--- config.mk ---
export PLATFORM = sky130hd
export DESIGN_NAME = synapse_row_scheduler_flat
export DESIGN_NICKNAME = d
export VERILOG_FILES = /design/src/rtl/synapse_row_scheduler_pkg.sv /design/src/rtl/synapse_row_scheduler_if.sv /design/src/rtl/synapse_row_scheduler_sum.sv /design/src/rtl/synapse_row_scheduler.sv /design/src/flat_wrapper.sv
export SDC_FILE = /design/constraint.sdc
export NUM_CORES = 1
export LEC_CHECK = 0
export CORE_MARGIN = 2
export CORE_UTILIZATION = 45
export DETAILED_ROUTE_END_ITERATION = 12
export PLACE_DENSITY = 0.65
export SETUP_SLACK_MARGIN = 0.05
export SLEW_MARGIN = 10
export SYNTH_ARGS = -nofsm -noshare
export SYNTH_HDL_FRONTEND = slang
export SYNTH_SLANG_ARGS = --single-unit
--- constraint.sdc ---
create_clock -name clk -period 6.5 [get_ports clk]
set_input_delay 1.3 -clock clk [delete_from_list [all_inputs] [get_ports clk]]
set_output_delay 1.3 -clock clk [all_outputs]
set_load 0.01 [all_outputs]
--- src/rtl/synapse_row_scheduler_pkg.sv ---
// Shared types and constants for the synapse row scheduler:
// FSM state enum, current width/limits, weight-pair field positions.
package synapse_row_scheduler_pkg;

  typedef enum logic [2:0] {
    S_IDLE,
    S_FETCH,
    S_CALC,
    S_OUT,
    S_DONE
  } state_e;

  localparam int CUR_W   = 6;
  localparam int CUR_MAX = 31;
  localparam int CUR_MIN = -32;

  localparam int W_ZERO_BIT = 0;
  localparam int W_SIGN_BIT = 1;

  function automatic logic signed [CUR_W-1:0]
    clamp_cur(input int v);
    if (v > CUR_MAX) begin
      return CUR_W'(CUR_MAX);
    end else if (v < CUR_MIN) begin
      return CUR_W'(CUR_MIN);
    end
    return CUR_W'(v);
  endfunction

endpackage

--- src/rtl/synapse_row_scheduler_if.sv ---
// Weight-memory read port plus current valid/ready output channel.
// master: scheduler side; slave: memory + downstream consumer side.
interface synapse_row_scheduler_if
  import synapse_row_scheduler_pkg::*;
#(
  parameter int M  = 4,
  parameter int AW = 3
);

  logic                    weight_rd_en;
  logic [AW-1:0]           weight_addr;
  logic [2*M-1:0]          weight_rdata;
  logic                    current_valid;
  logic                    current_ready;
  logic signed [CUR_W-1:0] current_value;
  logic [AW-1:0]           current_neuron;

  modport master (
    output weight_rd_en,
    output weight_addr,
    input  weight_rdata,
    output current_valid,
    input  current_ready,
    output current_value,
    output current_neuron
  );

  modport slave (
    input  weight_rd_en,
    input  weight_addr,
    output weight_rdata,
    input  current_valid,
    output current_ready,
    input  current_value,
    input  current_neuron
  );

endinterface

--- src/rtl/synapse_row_scheduler_sum.sv ---
// Signed sum of spike-gated +/-1 synapse weights, clamped to 6 bits.
// Ports: spikes_i (M), weights_i (2*M pairs {sign,zero}), sum_o.
module spike_weight_sum
  import synapse_row_scheduler_pkg::*;
#(
  parameter int M = 4
) (
  input  logic [M-1:0]            spikes_i,
  input  logic [2*M-1:0]          weights_i,
  output logic signed [CUR_W-1:0] sum_o
);

  int acc;

  always_comb begin
    acc = 0;
    for (int i = 0; i < M; i++) begin
      if (spikes_i[i] &&
          !weights_i[2*i+W_ZERO_BIT]) begin
        if (weights_i[2*i+W_SIGN_BIT]) begin
          acc = acc - 1;
        end else begin
          acc = acc + 1;
        end
      end
    end
    sum_o = clamp_cur(acc);
  end

endmodule

--- src/rtl/synapse_row_scheduler.sv ---
// Per-layer scheduler: fetch each neuron's weight row, form its input current.
// Ports: clk, reset_n, start, abort, input_spikes, bus (master), busy, done.
module synapse_row_scheduler
  import synapse_row_scheduler_pkg::*;
#(
  parameter int M  = 4,
  parameter int N  = 8,
  parameter int AW = $clog2(N)
) (
  input  logic         clk,
  input  logic         reset_n,
  input  logic         start,
  input  logic         abort,
  input  logic [M-1:0] input_spikes,
  synapse_row_scheduler_if.master bus,
  output logic         busy,
  output logic         done
);

  state_e                  state_q, state_d;
  logic [AW-1:0]           idx_q, idx_d;
  logic [M-1:0]            spk_q, spk_d;
  logic signed [CUR_W-1:0] val_q, val_d;
  logic [AW-1:0]           nrn_q, nrn_d;
  logic                    vld_q, vld_d;
  logic signed [CUR_W-1:0] sum;

  spike_weight_sum #(.M(M)) u_sum (
    .spikes_i  (spk_q),
    .weights_i (bus.weight_rdata),
    .sum_o     (sum)
  );

  always_ff @(posedge clk or negedge reset_n) begin
    if (!reset_n) begin
      state_q <= S_IDLE;
      idx_q   <= '0;
      spk_q   <= '0;
      val_q   <= '0;
      nrn_q   <= '0;
      vld_q   <= 1'b0;
    end else begin
      state_q <= state_d;
      idx_q   <= idx_d;
      spk_q   <= spk_d;
      val_q   <= val_d;
      nrn_q   <= nrn_d;
      vld_q   <= vld_d;
    end
  end

  always_comb begin
    state_d = state_q;
    idx_d   = idx_q;
    spk_d   = spk_q;
    val_d   = val_q;
    nrn_d   = nrn_q;
    vld_d   = vld_q;
    // abort outranks any handshake in flight
    if (abort && state_q != S_IDLE) begin
      state_d = S_IDLE;
      vld_d   = 1'b0;
    end else begin
      unique case (state_q)
        S_IDLE: begin
          if (start) begin
            spk_d   = input_spikes;
            idx_d   = '0;
            state_d = S_FETCH;
          end
        end
        S_FETCH: state_d = S_CALC;
        S_CALC: begin
          val_d   = sum;
          nrn_d   = idx_q;
          vld_d   = 1'b1;
          state_d = S_OUT;
        end
        S_OUT: begin
          if (bus.current_ready) begin
            vld_d = 1'b0;
            if (idx_q == AW'(N-1)) begin
              state_d = S_DONE;
            end else begin
              idx_d   = idx_q + AW'(1);
              state_d = S_FETCH;
            end
          end
        end
        S_DONE:  state_d = S_IDLE;
        default: state_d = S_IDLE;
      endcase
    end
  end

  assign bus.weight_rd_en   = (state_q == S_FETCH);
  assign bus.weight_addr    = idx_q;
  assign bus.current_valid  = vld_q;
  assign bus.current_value  = val_q;
  assign bus.current_neuron = nrn_q;
  assign busy = (state_q != S_IDLE);
  assign done = (state_q == S_DONE);

endmodule

--- src/flat_wrapper.sv ---
// flat-port wrapper written by rule: the top's interface ports become plain ports
module synapse_row_scheduler_flat import synapse_row_scheduler_pkg::*;
#(
  parameter int M  = 4,
  parameter int N  = 8,
  parameter int AW = $clog2(N)
)
  (clk, reset_n, start, abort, input_spikes, busy, done, bus_weight_rd_en, bus_weight_addr, bus_weight_rdata, bus_current_valid, bus_current_ready, bus_current_value, bus_current_neuron);
  synapse_row_scheduler_if #(.M(M), .AW(AW)) bus_i ();
  input  logic clk;
  input  logic reset_n;
  input  logic start;
  input  logic abort;
  input  logic [M-1:0] input_spikes;
  output logic busy;
  output logic done;
  output wire logic [$bits(bus_i.weight_rd_en)-1:0] bus_weight_rd_en;
  output wire logic [$bits(bus_i.weight_addr)-1:0] bus_weight_addr;
  input wire logic [$bits(bus_i.weight_rdata)-1:0] bus_weight_rdata;
  output wire logic [$bits(bus_i.current_valid)-1:0] bus_current_valid;
  input wire logic [$bits(bus_i.current_ready)-1:0] bus_current_ready;
  output wire logic [$bits(bus_i.current_value)-1:0] bus_current_value;
  output wire logic [$bits(bus_i.current_neuron)-1:0] bus_current_neuron;
  assign bus_weight_rd_en = bus_i.weight_rd_en;
  assign bus_weight_addr = bus_i.weight_addr;
  assign bus_i.weight_rdata = bus_weight_rdata;
  assign bus_current_valid = bus_i.current_valid;
  assign bus_i.current_ready = bus_current_ready;
  assign bus_current_value = bus_i.current_value;
  assign bus_current_neuron = bus_i.current_neuron;
  synapse_row_scheduler #(.M(M), .N(N), .AW(AW)) u_core (.clk(clk), .reset_n(reset_n), .start(start), .abort(abort), .input_spikes(input_spikes), .bus(bus_i), .busy(busy), .done(done));
endmodule
==> results.sh <==
export IMPL_finalCriticalPeriod_ns=7.52
export IMPL_p_int_mw=2.55
export IMPL_grt_pass1_wl_um=41800
export IMPL_r2r_start="u_core.spk_q[0]"
export IMPL_irDropWorstVdd_mv=0.284
export IMPL_cts_sinks=20
export IMPL_combPwrFrac=0.931
export IMPL_place_area_um2=8890
export IMPL_synth_cell_types=88
export IMPL_remaining_drc_errors=0
export IMPL_cp_top_family="simple AND/OR/NAND/NOR gates"
export IMPL_r2r_cells=29
export IMPL_min_to="u_core.bus.current_neuron[1]"
export IMPL_worst_r2r_endpoint="u_core.bus.current_value[2]"
export IMPL_switchingPower_mw=2.53
export IMPL_finClkSkew_ns=0.00278
export IMPL_leakage_nw=4.40
export IMPL_layout_commonest_cell="buf_4"
export IMPL_pin_count=33
export IMPL_synth_adder_area_share=0.156
export IMPL_p_clk_frac=0.028
export IMPL_vias_per_cell=6.07
export IMPL_core_rowCount=42
export IMPL_antenna_found_initial=0
export IMPL_fmax_mhz=133
export IMPL_synth_cells=858
export IMPL_worst_pin_slew_ns=0.947
export IMPL_area_growth_pct=62.2
export IMPL_vias=8259
export IMPL_antenna_cells=0
export IMPL_drive_gt1_frac=0.414
export IMPL_wl_per_cell_um=19.5
export IMPL_routabilityCongestion=0.985
export IMPL_rsz0062_at_grt="true"
export IMPL_crit_path_end_kind="flop"
export IMPL_total_power_mw=5.08
export IMPL_clockBufferDepth=2
export IMPL_whs_path_depth=2
export IMPL_clock_latency_ns=0.25
export IMPL_muxShareOfSynthArea=0.0294
export IMPL_grt_max_degree=39
export IMPL_crit_top_cell="buf_4"
export IMPL_cts_tree="yes"
export IMPL_crit_path_max_incr_delay_ns=0.52
export IMPL_worstPathMaxFanout=5
export IMPL_ys_async_sr_fraction=1.00
export IMPL_drt_wl_total_um=26600
export IMPL_die_h_um=120
export IMPL_startpoint="bus_weight_rdata[0]"
export IMPL_p_per_area_nw_per_um2=515
export IMPL_fin_area_um2=9860
export IMPL_avgSynthCellArea_um2=7.09
export IMPL_hold_viol_final=0
export IMPL_violations="setup timing"
export IMPL_die_area_um2=14500
export IMPL_die_w_um=120
export IMPL_p_sw_frac=0.498
export IMPL_hpwlAfterDp_um=20700
export IMPL_cts_buffers=3
export IMPL_drt_iter0_drc=798
export IMPL_start_kind="primary input"
export IMPL_grt_pass1_vias=8196
export IMPL_grt_usage=0.355
export IMPL_synthFlopType="dfrtp_1"
export IMPL_nNetsFinal=1271
export IMPL_fin_crit_sh=1.16
export IMPL_final_antenna_net_count=0
export IMPL_cts_root_buf="clkbuf_16"
export IMPL_layout_common_cells="buf_4 (335), nand2_1 (103), a21oi_1 (71)"
export IMPL_synthSimpleGateAreaFrac=0.272
export IMPL_h_tree_depth=1
export IMPL_synth_seq_cells=20
export IMPL_cp_depth=30
export IMPL_worstPathArrival_ns=7.67
export IMPL_yosysWarnings=0
export IMPL_hp_class="flop to flop"
export IMPL_worstSetupPathType="primary input to flop"
export IMPL_setup_viol=6
export IMPL_hold_worst_slack_ns=0.486
export IMPL_p_seq_frac=0.042
export IMPL_clkTransAtPathRegs_ns=0.06
export IMPL_grt_overflow=0
export IMPL_syn_nets=943
export IMPL_tns_ns=-5.57
export IMPL_yosysSeqAreaShare=0.0823
export IMPL_synth_compound_area_frac=0.337
export IMPL_fin_ws_ns=-1.02
export IMPL_outcome="finished, violations left"
export IMPL_crit_buf_inv=7
export IMPL_slowest_stage="or4b_1"
export IMPL_coreArea_um2=13200
export IMPL_start_util=0.459
export IMPL_slew_limit_headroom=0.367
export IMPL_syn_cell_area_um2=6080
export IMPL_min_delay_start="u_core.bus.current_neuron[1]"
export IMPL_portBuffers=32
export IMPL_drtPass1Iterations=5
export IMPL_synth_edf_count=0
export IMPL_synth_top_family_by_area="compound AO/OA/AOI/OAI gates"
export IMPL_reg2reg_slack_ns=-0.20
export IMPL_drv_cap=0
export IMPL_synthXorXnorAreaFrac=0.0630
export IMPL_slew_viol_final=0
export IMPL_crit_required_ns=6.65
-- kinds of logic after synthesis --
logic type               after synthesis
AO/OA/AOI/OAI                        307
AND/OR/NAND/NOR                      329
multiplexers                          17
adder cells (fa/ha/maj)               68
flip-flops                            20
buffers and inverters                 75
XOR/XNOR                              42
-- worst reg2reg max path, delay by kind of cell (launching register included) --
| kind | cells | cell delay [ns] |
|---|---|---|
| mux | 1 | 0.22 |
| flops | 1 | 0.38 |
| compound gates | 8 | 1.59 |
| fa+ha+maj | 4 | 1.38 |
| simple gates | 9 | 2.16 |
| buf+inv | 6 | 0.70 |
| xor+xnor | 1 | 0.17 |
-- registers in the layout, indices dropped and copies added (netlist names) --
signal and count:
u_core.bus.current_value 6, u_core.spk_q 4, u_core.bus.current_neuron 3, u_core.bus.weight_addr 3, u_core.state_q 3, u_core.bus.current_valid 1
-- area by class of cell --
class / count / area (µm²)
Clock buffer: 4 / 88.8
Fill cell: 1026 / 3380
Inverter: 24 / 92.6
Multi-Input combinational cell: 763 / 6030
Sequential cell: 20 / 500
Tap cell: 176 / 220
Timing Repair Buffer: 374 / 2940
-- synthesized netlist by cell type, drive strengths merged (7+ instances only) --
master   count  area [µm²]
nand2      109         409
a21oi       90         454
nor2        72         280
o21ai       72         360
ha          55         688
clkbuf      27         101
nand4       25         156
xnor2       25         219
buf         24         174
inv         24        90.1
dfrtp       20         500
nor3        20         105
a211oi      18         135
nand3       17        85.1
xor2        16         140
a21o        15         114
fa          13         260
o21a        13        97.6
nor4        12         105
nand2b      11        68.8
nor2b       11        71.3
a31oi       10        62.6
mux2i       10         100
and2         8        50.1
o211ai       8        60.1
a2111oi      7         105
mux2         7        78.8
or3          7        43.8
-- per-stage QoR --
| step | utilization | setup WS [ns] | cells |
|---|---|---|---|
| 2_1_floorplan | - | -0.608 | 858 |
| 3_3_place_gp | 0.671 | -1.80 | 1328 |
| 3_5_place_dp | 0.671 | -1.84 | 1328 |
| 4_1_cts | 0.719 | -0.934 | 1350 |
| 5_1_grt | 0.745 | -1.16 | 1361 |
| 6_report | 0.745 | -1.02 | 1361 |
-- how the worst max path moves through the flow --
stage | endpoint | slack [ns]
floorplan | u_core.bus.current_value[0] | -0.61
global placement | u_core.bus.current_value[3] | -1.80
detailed placement | u_core.bus.current_value[1] | -1.84
CTS | u_core.bus.current_value[1] | -0.93
global route | u_core.bus.current_value[1] | -1.16
finish | u_core.bus.current_value[2] | -1.02
-- routing by layer --
metal,part of all wire,global-route usage
met3,0.050,0.0241
met2,0.50,0.638
met1,0.42,0.467
met4,0.027,0.0778
met5,0,0
-- power groups by stage --
stage / clock (mW) / sequential (mW) / combinational (mW)
global placement: 0 / 0.208 / 4.01
global route: 0.147 / 0.218 / 5.03
finish: 0.140 / 0.213 / 4.73
CTS: 0.141 / 0.211 / 4.40
floorplan: 0 / 0.205 / 2.22
detailed placement: 0 / 0.212 / 4.07
-- what timing repair did --
action / 4_1_cts / 5_1_grt
gates resized for setup: 85 / 55
endpoints found under the setup margin: 6 / 6
pin swaps: 34 / 37
buffers inserted: 18 / 11
hold buffers: 0 / 0
Note: power is estimated with default switching activity, not from simulation.
